## src/rtl/uart_boot_loader_pkg.sv

```systemverilog
// Shared types and constants for the UART boot loader.
// BOOT_CHECKSUM_EN adds the CHK state used by the checksum-terminated frame format.
package boot_pkg;

  typedef enum logic [2:0] {
    IDLE,
    LEN_LO,
    LEN_HI,
    DATA,
`ifdef BOOT_CHECKSUM_EN
    CHK,
`endif
    RESP,
    RUN
  } boot_state_t;

  localparam logic [7:0] BOOT_ACK          = 8'h06;
  localparam logic [7:0] BOOT_NAK          = 8'h15;
  localparam logic [7:0] BOOT_SYNC_DEFAULT = 8'hA5;

endpackage

```

## src/rtl/uart_boot_loader_if.sv

```systemverilog
// Boot loader signal bundle: UART byte path toward the loader and the
// instruction-memory write port / core release driven by it.
interface uart_boot_loader_if #(
  parameter int ADDR_W = 10
);
  logic [7:0]        rx_data;
  logic              rx_ready;
  logic              tx_busy;
  logic [7:0]        tx_data;
  logic              send;
  logic              imem_we;
  logic [ADDR_W-1:0] imem_addr;
  logic [31:0]       imem_wdata;
  logic              cpu_run;
  logic              load_err;

  modport master (
    input  rx_data, rx_ready, tx_busy,
    output tx_data, send, imem_we, imem_addr, imem_wdata, cpu_run, load_err
  );

  modport slave (
    output rx_data, rx_ready, tx_busy,
    input  tx_data, send, imem_we, imem_addr, imem_wdata, cpu_run, load_err
  );
endinterface

```

## src/rtl/uart_boot_loader_word_asm.sv

```systemverilog
// Little-endian byte-to-word assembler: three low lanes are stored, the fourth
// byte is passed straight through so the full word is available with word_done.
module boot_word_asm (
  input  logic        clk,
  input  logic        clr,
  input  logic        wclr,
  input  logic        byte_vld,
  input  logic [7:0]  byte_in,
  output logic [31:0] word,
  output logic        word_done
);

  logic [1:0]  lane;
  logic [23:0] lo_bytes;

  always_ff @(posedge clk or posedge clr) begin
    if (clr) begin
      lane     <= '0;
      lo_bytes <= '0;
    end else if (wclr) begin
      lane <= '0;
    end else if (byte_vld) begin
      lane <= lane + 2'd1;
      case (lane)
        2'd0:    lo_bytes[7:0]   <= byte_in;
        2'd1:    lo_bytes[15:8]  <= byte_in;
        2'd2:    lo_bytes[23:16] <= byte_in;
        default: ;
      endcase
    end
  end

  assign word_done = byte_vld && !wclr && (lane == 2'd3);
  assign word      = {byte_in, lo_bytes};

endmodule

```

## src/rtl/uart_boot_loader.sv

```systemverilog
// Boot loader: receives a SYNC/LEN/DATA[/CHK] frame, writes words to imem,
// answers ACK/NAK and releases the core. BOOT_CHECKSUM_EN enables the CHK byte.
module uart_boot_loader
  import boot_pkg::*;
#(
  parameter int         ADDR_W    = 10,
  parameter logic [7:0] SYNC_BYTE = BOOT_SYNC_DEFAULT
) (
  input logic                 clk,
  input logic                 clr,
  uart_boot_loader_if.master  bus
);

  localparam logic [16:0] CAPACITY = 17'(1) << ADDR_W;

  boot_state_t       state;
  logic [7:0]        len_lo;
  logic [15:0]       len;
  logic [ADDR_W:0]   idx;
  logic              resp_ack;
  logic [7:0]        tx_data_r;
  logic              send_r;
  logic              imem_we_r;
  logic [ADDR_W-1:0] imem_addr_r;
  logic [31:0]       imem_wdata_r;
  logic              cpu_run_r;
  logic              load_err_r;
`ifdef BOOT_CHECKSUM_EN
  logic [7:0]        chk;
`endif

  logic [31:0]     asm_word;
  logic            word_done;
  logic [16:0]     len_rx;
  logic [ADDR_W:0] idx_next;
  logic            last_word;

  // Index is one bit wider than the address so a full-memory image terminates cleanly.
  assign len_rx    = {1'b0, bus.rx_data, len_lo};
  assign idx_next  = idx + 1'b1;
  assign last_word = (17'(idx_next) == {1'b0, len});

  boot_word_asm u_word_asm (
    .clk       (clk),
    .clr       (clr),
    .wclr      (state != DATA),
    .byte_vld  (bus.rx_ready && (state == DATA)),
    .byte_in   (bus.rx_data),
    .word      (asm_word),
    .word_done (word_done)
  );

  always_ff @(posedge clk or posedge clr) begin
    if (clr) begin
      state        <= IDLE;
      len_lo       <= '0;
      len          <= '0;
      idx          <= '0;
      resp_ack     <= 1'b0;
      tx_data_r    <= '0;
      send_r       <= 1'b0;
      imem_we_r    <= 1'b0;
      imem_addr_r  <= '0;
      imem_wdata_r <= '0;
      cpu_run_r    <= 1'b0;
      load_err_r   <= 1'b0;
`ifdef BOOT_CHECKSUM_EN
      chk          <= '0;
`endif
    end else begin
      send_r    <= 1'b0;
      imem_we_r <= 1'b0;
      case (state)
        IDLE: begin
          if (bus.rx_ready && bus.rx_data == SYNC_BYTE) begin
            load_err_r <= 1'b0;
            state      <= LEN_LO;
          end
        end
        LEN_LO: begin
          if (bus.rx_ready) begin
            len_lo <= bus.rx_data;
`ifdef BOOT_CHECKSUM_EN
            chk    <= bus.rx_data;
`endif
            state  <= LEN_HI;
          end
        end
        LEN_HI: begin
          if (bus.rx_ready) begin
            len <= len_rx[15:0];
            idx <= '0;
`ifdef BOOT_CHECKSUM_EN
            chk <= chk ^ bus.rx_data;
`endif
            if (len_rx > CAPACITY) begin
              resp_ack <= 1'b0;
              state    <= RESP;
            end else if (len_rx == '0) begin
`ifdef BOOT_CHECKSUM_EN
              state    <= CHK;
`else
              resp_ack <= 1'b1;
              state    <= RESP;
`endif
            end else begin
              state <= DATA;
            end
          end
        end
        DATA: begin
`ifdef BOOT_CHECKSUM_EN
          if (bus.rx_ready) chk <= chk ^ bus.rx_data;
`endif
          if (word_done) begin
            imem_we_r    <= 1'b1;
            imem_addr_r  <= idx[ADDR_W-1:0];
            imem_wdata_r <= asm_word;
            idx          <= idx_next;
            if (last_word) begin
`ifdef BOOT_CHECKSUM_EN
              state    <= CHK;
`else
              resp_ack <= 1'b1;
              state    <= RESP;
`endif
            end
          end
        end
`ifdef BOOT_CHECKSUM_EN
        CHK: begin
          if (bus.rx_ready) begin
            resp_ack <= (bus.rx_data == chk);
            state    <= RESP;
          end
        end
`endif
        RESP: begin
          if (!bus.tx_busy) begin
            send_r    <= 1'b1;
            tx_data_r <= resp_ack ? BOOT_ACK : BOOT_NAK;
            if (resp_ack) begin
              state <= RUN;
            end else begin
              load_err_r <= 1'b1;
              state      <= IDLE;
            end
          end
        end
        RUN:     cpu_run_r <= 1'b1;
        default: state <= IDLE;
      endcase
    end
  end

  assign bus.tx_data    = tx_data_r;
  assign bus.send       = send_r;
  assign bus.imem_we    = imem_we_r;
  assign bus.imem_addr  = imem_addr_r;
  assign bus.imem_wdata = imem_wdata_r;
  assign bus.cpu_run    = cpu_run_r;
  assign bus.load_err   = load_err_r;

endmodule

```

## src/flat_wrapper.sv

```systemverilog
// flat-port wrapper written by rule: the top's interface ports become plain ports
module uart_boot_loader_flat import boot_pkg::*;
#(
  parameter int         ADDR_W    = 10,
  parameter logic [7:0] SYNC_BYTE = BOOT_SYNC_DEFAULT
)
  (clk, clr, bus_rx_data, bus_rx_ready, bus_tx_busy, bus_tx_data, bus_send, bus_imem_we, bus_imem_addr, bus_imem_wdata, bus_cpu_run, bus_load_err);
  uart_boot_loader_if #(.ADDR_W(ADDR_W)) bus_i ();
  input logic clk;
  input logic clr;
  input wire logic [$bits(bus_i.rx_data)-1:0] bus_rx_data;
  input wire logic [$bits(bus_i.rx_ready)-1:0] bus_rx_ready;
  input wire logic [$bits(bus_i.tx_busy)-1:0] bus_tx_busy;
  output wire logic [$bits(bus_i.tx_data)-1:0] bus_tx_data;
  output wire logic [$bits(bus_i.send)-1:0] bus_send;
  output wire logic [$bits(bus_i.imem_we)-1:0] bus_imem_we;
  output wire logic [$bits(bus_i.imem_addr)-1:0] bus_imem_addr;
  output wire logic [$bits(bus_i.imem_wdata)-1:0] bus_imem_wdata;
  output wire logic [$bits(bus_i.cpu_run)-1:0] bus_cpu_run;
  output wire logic [$bits(bus_i.load_err)-1:0] bus_load_err;
  assign bus_i.rx_data = bus_rx_data;
  assign bus_i.rx_ready = bus_rx_ready;
  assign bus_i.tx_busy = bus_tx_busy;
  assign bus_tx_data = bus_i.tx_data;
  assign bus_send = bus_i.send;
  assign bus_imem_we = bus_i.imem_we;
  assign bus_imem_addr = bus_i.imem_addr;
  assign bus_imem_wdata = bus_i.imem_wdata;
  assign bus_cpu_run = bus_i.cpu_run;
  assign bus_load_err = bus_i.load_err;
  uart_boot_loader #(.ADDR_W(ADDR_W), .SYNC_BYTE(SYNC_BYTE)) u_core (.clk(clk), .clr(clr), .bus(bus_i));
endmodule
```

## config.mk

```make
export PLATFORM = sky130hd
export DESIGN_NAME = uart_boot_loader_flat
export DESIGN_NICKNAME = d
export VERILOG_FILES = /design/src/rtl/uart_boot_loader_pkg.sv /design/src/rtl/uart_boot_loader_if.sv /design/src/rtl/uart_boot_loader_word_asm.sv /design/src/rtl/uart_boot_loader.sv /design/src/flat_wrapper.sv
export SDC_FILE = /design/constraint.sdc
export NUM_CORES = 1
export LEC_CHECK = 0
export BUFFER_PORTS_ARGS = -buffer_cell sky130_fd_sc_hd__buf_2
export CELL_PAD_IN_SITES_DETAIL_PLACEMENT = 0
export CELL_PAD_IN_SITES_GLOBAL_PLACEMENT = 1
export CORE_ASPECT_RATIO = 0.7
export CORE_MARGIN = 4
export CORE_UTILIZATION = 42
export DETAILED_ROUTE_END_ITERATION = 10
export GPL_TIMING_DRIVEN = 0
export PLACE_DENSITY_LB_ADDON = 0.1
export SLEW_MARGIN = 15
export SYNTH_ARGS = -nofsm -noshare
export SYNTH_HDL_FRONTEND = slang
export SYNTH_SLANG_ARGS = --single-unit
```

## constraint.sdc

```tcl
create_clock -name clk -period 9.1 [get_ports clk]
set_clock_uncertainty 0.2 [all_clocks]
set_input_delay 1.82 -clock clk [delete_from_list [all_inputs] [get_ports clk]]
set_output_delay 1.82 -clock clk [all_outputs]
set_load 0.005 [all_outputs]
```

==> metrics.cfg <==
[grt]
grt-ovfl-total=0
grt_max_degree=88
grt_pass1_wl_mm=20.1
grt_pass1_vias=3756
track_usage_pct=18.5
antenna_found_initial=0

[placed_design]
routabilityCongestion=0.824
post-dp-hpwl_mm=8.49
io_buffers=60
pre_cts_ws_ns=5.14

[setup_path]
crit_fanout=7
critPathBufInv=1
path_cells=buf_2, or3_1, or4_4, a21oi_4, nand2_1, o32a_1
slowest_delay_ns=0.58
critical_path_class=in -> reg
path_delay_family=simple AND/OR/NAND/NOR gates
critPathLaunchType=primary input
cp_slowest_cell=or4_4
critical_path_required_ns=9.19
crit_arrival_ns=3.63
cp-end-kind=register

[yosys]
synth_edf_count=0
synth-seq-area-share_pct=55.9
synthFlopType=dfrtp_1
synth_mux_area_share_pct=10.8
synth_compound_area_share_pct=6.37
synth.area.top_cells=dfrtp_1, nand2_1, mux2_2
yosys.area.top_type=dfrtp_1
synth_top_family_by_area=simple AND/OR/NAND/NOR gates
yosysTopAreaCellShare_pct=55.9
yosys.area_share.simple_pct=19.0
synth_adder_area_share_pct=1.23
async_flop_share_pct=100
ys_seq_elements=114
synth.yosys.warnings=0
yosys-top-cells-count=nand2_1, dfrtp_1, mux2_2, o21ai_0, clkbuf_1
synth_xor_area_share_pct=2.92
synth_cells=495
syn_avg_cell_area_sq_um=10.3
synth.most_common_cell=nand2_1
syn_area_sq_um=5100
ys_types=50

[sta]
setup_ws_ns=5.56
worst_slew_pin_slew_ns=0.669
hold_ws_ns=0.258
fin_setup_tns_ns=0
finalWorstPathRequiredPeriod_ns=3.54
rsz0062_at_grt=false
final_max_slew_viol_count=0
relSlewSlack_pct=55.0
setup_viol=0
finalCritPeriodShare_pct=38.9
fmax_mhz=283
timing_hold_violations_final=0

[clocking]
cts_htree_levels=4
clk_latency_ns=0.42
clk_pin_slew_worst_paths_ns=0.06
clockBufferDepth=2
root_buffer=clkbuf_16
cts_tree=yes
cts_made_buffers=17
cts_resized=0
cts.sinks=114
cts_setup_buffers=0
hold_buffers=0

[pwr]
switching_share_pct=29.1
p_comb_share_pct=21.7
clkPwrFrac_pct=37.6
p_total_w=0.00174
power.internal_w=0.00124
vdd_drop_max_uv=152
switchingPower_w=0.000507
p_seq_share_pct=40.7
p_leak_nw=3.15
p_per_area_nw_per_um2=280

[routing]
vias_per_cell=5.05
vias=3776
routedWlPerCell_um=16.4
dr.pass1.iters=4
route.met2.wl_mm=5.22
top_layer_used=met4
route.detailed.drc=0
initialDrtViolationCount=168
wirelength_mm=12.3
wl_met3_um=552
antenna_left=0
wl_met1_mm=6.32

[die]
die_area_sq_um=14000
pin_count=66
coreArea_sq_um=11800
die_w_um=140
fp.dieH_um=100
rows=33
initial_core_util_pct=43.2

[cells_and_area]
diodes=0
layout.area.seq_sq_um=2850
fin_nets=595
multiInputGateArea_sq_um=2070
area_delta_synth_final_pct=22.0
fillerInstances=1101
drive_above_1_share_pct=27.7

[min_path]
hp-class=reg -> reg

[job]
maxCapViolations=0

[run_status]
status=completed

[worst paths after layout]
| check | startpoint | end | slack (ns) | cells past startpoint |
|---|---|---|---|---|
| worst max-delay path | bus_rx_data[3] | u_core.state[0] | 5.56 | 6 |
| worst min-delay path | u_core.bus.cpu_run | u_core.bus.cpu_run | 0.26 | 1 |
| worst max register to register | u_core.idx[1] | u_core.state[0] | 6.08 | 8 |
| worst min register to register | u_core.bus.cpu_run | u_core.bus.cpu_run | 0.26 | 1 |
| max in group asynchronous | clr | u_core.bus.imem_wdata[21] | 6.84 | 3 |
| min in group asynchronous | clr | u_core.bus.imem_wdata[30] | 1.16 | 2 |
[cells by family (layout without fill, tap and decap cells)]
kind of cell,Yosys count,after routing
adders and majority gates,5,5
muxes,49,49
AOI/OAI and AO/OA,51,51
xor gates and xnor gates,17,17
DFF,114,114
and+or+nand+nor,219,219
other,1,4
buffers and inverters,39,132
[power by group through the flow]
stage | logic [W] | registers (W) | clock network [W]
global placement | 0.000367 | 0.000712 | 0
detailed placement | 0.000378 | 0.000718 | 0
floorplan | 0.000293 | 0.000697 | 0
global route | 0.000420 | 0.000725 | 0.000692
finish | 0.000378 | 0.000709 | 0.000656
CTS | 0.000381 | 0.000709 | 0.000669
[layout by cell type (no fill, tap or decap), types with 3 or more instances in the layout]
cell type	Yosys	layout
dfrtp_1	114	114
nor2b_1	3	3
xor2_1	6	6
xnor2_1	11	11
ha_1	5	5
nand3_1	10	10
buf_2	8	68
o22ai_1	3	3
clkbuf_1	17	17
nor2_1	16	16
inv_1	5	4
o31ai_1	4	4
nor4_1	4	4
nand4_1	5	5
a21oi_1	7	7
or2_2	3	3
mux2_2	48	48
clkbuf_16	0	17
nor3_1	6	6
nand2_1	150	150
clkinv_2	0	3
clkinvlp_4	0	3
buf_4	6	6
o21ai_0	20	20
nand3b_1	3	3
inv_6	0	5
a31oi_1	5	5
conb_1	1	4
clkinv_4	0	3
[metal layers]
metal | GRT usage [%] | up-vias
met5 | 0 | -
met4 | 7.37 | 0
met3 | 4.29 | 15
met2 | 26.0 | 74
met1 | 27.6 | 1855
li1 | - | 1832
[metrics by stage]
| step | util, % | cell area [sq um] | instances |
|---|---|---|---|
| after floorplan | - | 5110 | 498 |
| after CTS | 52.7 | 6230 | 748 |
| after global routing | 52.7 | 6230 | 748 |
| after global placement | 47.5 | 5610 | 715 |
| final | 52.7 | 6230 | 748 |
| after detailed placement | 47.8 | 5640 | 716 |
[flip-flops by register name (all words and copies together), names as in the netlist]
name and cells:
u_core.idx 11, u_core.len 16, u_core.bus.send 1, u_core.u_word_asm.lo_bytes 24
u_core.bus.imem_wdata 32, u_core.state 3, u_core.len_lo 8, u_core.u_word_asm.lane 2
u_core.bus.load_err 1, u_core.bus.tx_data 3, u_core.bus.imem_we 1, u_core.bus.imem_addr 10
u_core.bus.cpu_run 1, u_core.resp_ack 1
[layout make-up]
| type | instances | share of cell area [%] |
|---|---|---|
| Buffer | 33 | 2.69 |
| Clock buffer | 17 | 6.83 |
| Clock inverter | 15 | 2.55 |
| Inverter | 6 | 0.442 |
| Multi-Input combinational cell | 345 | 33.3 |
| Sequential cell | 114 | 45.8 |
| Tap cell | 157 | 3.15 |
| Timing Repair Buffer | 61 | 5.26 |
Note: power is estimated with default switching activity, not from simulation.
